<file path="src/rtl/levit_frame_loader.sv">
// Frame loader in front of the LeViT top: packs streamed rows into two ping-pong
// banks and presents each full bank as parallel row buses with a start enable.
module levit_frame_loader #(
   parameter int ROW_W  = 16,
   parameter int N_ROWS = 16,
   parameter int CNT_W  = 16
) (
   input  logic                    clk,
   input  logic                    rstn,
   input  logic                    s_valid,
   output logic                    s_ready,
   input  logic [ROW_W-1:0]        s_data,
   input  logic                    s_last,
   input  logic                    core_end,
   output logic                    core_en,
   output logic [N_ROWS*ROW_W-1:0] o_rows,
   output logic                    frame_done,
   output logic [CNT_W-1:0]        frame_cnt,
   output logic                    err_last
);
   localparam int RW = $clog2(N_ROWS);
   localparam logic [RW-1:0] LAST_ROW = RW'(N_ROWS - 1);

   typedef enum logic [1:0] {IDLE, RUN, GAP} rd_state_t;

   logic [1:0][N_ROWS-1:0][ROW_W-1:0] bank_mem;
   logic [1:0]    bank_full;
   logic          wbank;
   logic          rbank;
   logic [RW-1:0] wcnt;
   logic          accept;
   logic          commit;
   logic          rel;
   rd_state_t     state;
   rd_state_t     state_nxt;

   assign s_ready = ~bank_full[wbank];
   assign accept  = s_valid & s_ready;
   assign commit  = accept & (wcnt == LAST_ROW);
   assign rel     = (state == RUN) & core_end;

   // The running bank is never the write bank, so o_rows stays frozen for the whole run.
   assign o_rows = bank_mem[rbank];

   // rstn deassertion is expected to arrive already synchronised to clk.
   always_ff @(posedge clk or negedge rstn) begin
      if (!rstn) begin
         bank_mem <= '0;
         wcnt     <= '0;
         wbank    <= 1'b0;
         err_last <= 1'b0;
      end else if (accept) begin
         bank_mem[wbank][wcnt] <= s_data;
         if (commit) begin
            wcnt  <= '0;
            wbank <= ~wbank;
            if (!s_last) err_last <= 1'b1;
         end else if (s_last) begin
            // short frame: drop it, the bank stays empty and is refilled from row 0
            wcnt     <= '0;
            err_last <= 1'b1;
         end else begin
            wcnt <= wcnt + RW'(1);
         end
      end
   end

   // commit targets an empty bank and release a full one, so they never collide
   always_ff @(posedge clk or negedge rstn) begin
      if (!rstn) begin
         bank_full <= '0;
      end else begin
         if (commit) bank_full[wbank] <= 1'b1;
         if (rel)    bank_full[rbank] <= 1'b0;
      end
   end

   always_ff @(posedge clk or negedge rstn) begin
      if (!rstn) begin
         rbank     <= 1'b0;
         frame_cnt <= '0;
      end else if (rel) begin
         rbank     <= ~rbank;
         frame_cnt <= frame_cnt + CNT_W'(1);
      end
   end

   always_ff @(posedge clk or negedge rstn) begin
      if (!rstn) state <= IDLE;
      else       state <= state_nxt;
   end

   always_comb begin
      state_nxt = state;
      case (state)
         IDLE:    if (bank_full[rbank]) state_nxt = RUN;
         RUN:     if (core_end)         state_nxt = GAP;
         GAP:                           state_nxt = IDLE;
         default:                       state_nxt = IDLE;
      endcase
   end

   // GAP forces at least one low cycle on core_en so every run starts on a fresh edge
   always_comb begin
      core_en    = 1'b0;
      frame_done = 1'b0;
      case (state)
         RUN:     core_en    = 1'b1;
         GAP:     frame_done = 1'b1;
         default: ;
      endcase
   end
endmodule

</file>
<file path="config.mk">
export PLATFORM = sky130hd
export DESIGN_NAME = levit_frame_loader
export DESIGN_NICKNAME = d
export VERILOG_FILES = /design/src/rtl/levit_frame_loader.sv
export SDC_FILE = /design/constraint.sdc
export NUM_CORES = 1
export LEC_CHECK = 0
export ABC_AREA = 1
export CELL_PAD_IN_SITES_DETAIL_PLACEMENT = 0
export CELL_PAD_IN_SITES_GLOBAL_PLACEMENT = 2
export CORE_UTILIZATION = 33
export CTS_CLUSTER_DIAMETER = 50
export DETAILED_ROUTE_END_ITERATION = 10
export PLACE_DENSITY = 0.87
export RECOVER_POWER = 25
export SYNTH_ARGS = -nofsm -noshare
export SYNTH_HDL_FRONTEND = slang
export SYNTH_SLANG_ARGS = --single-unit
</file>
<file path="constraint.sdc">
create_clock -name clk -period 1.8 [get_ports clk]
set_input_delay 0.36 -clock clk [delete_from_list [all_inputs] [get_ports clk]]
set_output_delay 0.36 -clock clk [all_outputs]
set_load 0.01 [all_outputs]
</file>
==> impl_metrics.csv <==
group,metric,value,unit
timing,holdWs,0.2408,ns
cells_and_area,area_growth,35.79,%
global_routing,grt_max_degree,61,
timing,tightest_slew,1.339,ns
power,power.share.clock,33.0,%
yosys,synth_commonest_cells,"1082 x nand2_1, 593 x o21ai_0, 539 x dfrtp_1",
timing,rsz0062_at_grt,"yes",
timing,period_share,151.8,%
yosys,ys.warnings.count,0,
worst_setup_path,timing.reg2reg.setup_slack,-0.02,ns
cells_and_area,diodes,0,
cells_and_area,final_nets,3465,
yosys,syn_area,24300,µm²
route,final_antenna_net_count,0,
yosys,synth-seq-area-share,55.50,%
global_routing,use_met2,33.47,%
cells_and_area,drive_gt1_share,18.76,%
power,swShare,32.86,%
clocking,cts_root_buf,"clkbuf_16",
route,drc,0,
run,drv_cap,0,
worst_setup_path,arrival,2.37,ns
yosys,ys.flop_type,"dfrtp_1",
power,irDropWorstVdd,0.0009165,V
route,via_count,21050,
placed_design,gp_congestion,0.7708,
cells_and_area,final_cells,4461,
worst_setup_path,critical_path_class,"reg -> out",
route,viasPerCell,4.718,
worst_setup_path,required,1.44,ns
route,drt_iter0_drc,1687,
timing,max_slew_margin,10.75,%
die,die_h,273.4,µm
timing,final-hold-violation-count,0,
global_routing,top_usage_layer,"met2",
yosys,yosysTopAreaCell,"dfrtp_1",
yosys,synth_cell_types,30,
power,power.internal,0.03146,W
die,die_area,74730,µm²
die,io_pins,297,
global_routing,grt_util_met3,3.342,%
global_routing,antenna_found_initial,1,
placed_design,dp.cells,4307,
placed_design,portBuffers,296,
timing,finalCriticalPeriod,2.732,ns
power,p_seq_share,31.0,%
die,die_x,273.4,µm
clocking,clk_latency,0.61,ns
global_routing,grt_use_met1,31.00,%
yosys,yosys-top-cells-area,"dfrtp_1 56%, nand2_1 17%, o21ai_0 12%",
yosys,netlist_instances,3022,
power,powerDensity,1420,nW/µm²
yosys,syn_area_per_cell,8.041,µm²
global_routing,grt_pass1_wl,123.5,mm
power,p_sw,0.01540,W
clocking,cts.sinks,539,
placed_design,hpwlAfterDp,49.59,mm
die,core-area,72960,µm²
cells_and_area,utilization,45.23,%
yosys,synth_top_area_share,55.50,%
clocking,clockBufferDepth,3,
outcome,violations,"setup timing",
power,p_comb_share,36.1,%
route,routed_wl,81.25,mm
yosys,synth_fp_nets,3048,
hold_path,hp-class,"in -> reg",
yosys,ys_ff_latch,539,
yosys,synthMostInstantiatedCell,"nand2_1",
timing,finalWorstSetupSlack,-0.9323,ns
global_routing,grt_util_all_layers,21.55,%
route,first_pass_iters,5,
clocking,htreeDepth,3,
clocking,cts.clk_slew.worst_paths,0.06,ns
worst_setup_path,critical_path.max_fanout,18,
timing,drv_slew,0,
timing,setup_viol,280,
placed_design,place_area,30070,µm²
timing,fin_worst_skew,0.01816,ns
yosys,synth_edf_count,0,
yosys,async_flop_share,100.0,%
worst_setup_path,startpoint_type,"flop",
worst_setup_path,end_kind,"output port",
timing,max_freq,366.0,MHz
die,rows,99,
die,initial_utilization,33.31,%
power,leakage,16.88,nW
global_routing,gr-total-overflow,0,
clocking,cts_made_buffers,75,
outcome,status,"finished, violations left",
global_routing,first_global_vias,20250,
placed_design,post-place-ws,-0.3892,ns
clocking,cts_tree,"yes",
cells_and_area,fin_area,33000,µm²
route,wire_per_inst,18.21,µm
area by class of cell:
cell class | instances | area (µm²)
flip-flops and latches | 539 | 13490
well taps | 959 | 1200
clock buffers | 98 | 2135
clock inverters | 42 | 495.5
fillers | 7235 | 39960
repair buffers | 561 | 5594
inverters | 287 | 1080
multi-input cells | 1975 | 9004
cells in the final DEF (no fill, tap or decap), types with 6 or more instances in the layout:
master and count:
nand2_4 6, nor2_1 29, bufinv_16 7, buf_12 59
o21ai_1 94, clkinv_2 9, nand3_1 196, dlymetal6s2s_1 53
xor2_1 6, nand2_1 1075, inv_1 279, clkbuf_16 80
nor2_2 28, dlygate4sd2_1 16, inv_6 11, buf_6 25
buf_2 33, buf_4 189, xnor2_1 6, dfrtp_1 538
o21ai_2 49, clkbuf_1 7, clkbuf_2 63, o21ai_4 8
o21ai_0 442, clkinv_4 9, clkdlybuf4s15_2 28, clkbuf_8 15
nand2_2 10, clkdlybuf4s50_1 78, nand4_1 9
worst paths after layout:
kind | startpoint | to | cells after the start
max reg2reg | wcnt[0] | bank_mem[426] | 8
max in group asynchronous | rstn | bank_mem[212] | 4
max | rbank | o_rows[67] | 5
min in group asynchronous | rstn | bank_mem[299] | 2
min reg2reg | bank_mem[409] | bank_mem[409] | 2
min | s_data[6] | bank_mem[310] | 4
cell families after synthesis:
kind of cell             after synthesis  synth area share, %
AO/OA/AOI/OAI                        597                12.32
XOR/XNOR                              12               0.4325
adder cells (fa/ha/maj)                5               0.2574
buffers and inverters                508                8.727
flip-flops                           539                55.50
AND/OR/NAND/NOR                     1361                22.76
what timing repair did:
item | CTS | global route
resized for setup | 181 | 442
hold buffers | 1 | 0
cloned | 0 | 7
endpoints found under the setup margin | 292 | 485
pin swaps | 0 | 10
hold endpoints to repair | 22 | 0
setup buffers | 0 | 7
state kept, by name, summed over array words and instances (netlist names):
name and count:
rbank 1, frame_cnt 16, wcnt 4, err_last 1, bank_full 2, bank_mem 512
wbank 1, state 2
metal layers:
layer  vias to the layer above  wire, µm
li1                      10380         -
met1                     10060     38120
met2                       503     37340
met3                       104      4095
met4                         2      1677
met5                         -        13
worst max-delay path: stages (launching register included):
cell and delay (ns):
dfrtp_4 0.54, buf_16 0.20, buf_6 0.18, o21ai_1 0.15, buf_4 0.13, clkdlybuf4s50_1 0.54
power groups by stage:
stage               Clock [W]  Sequential (W)  Combinational, W
CTS                    0.0158          0.0145            0.0168
detailed placement          0          0.0147            0.0167
finish                 0.0154          0.0145            0.0169
global route           0.0163          0.0147            0.0183
floorplan                   0          0.0145           0.00639
global placement            0          0.0146            0.0166
through the flow:
step / setup TNS [ns] / total power [W]
2_1_floorplan: 0 / 0.02094
3_3_place_gp: -83.89 / 0.03124
3_5_place_dp: -92.76 / 0.03136
4_1_cts: -226.81 / 0.04707
5_1_grt: -207.22 / 0.04934
6_report: -159.80 / 0.04686
(Power assumes the default switching activity.)
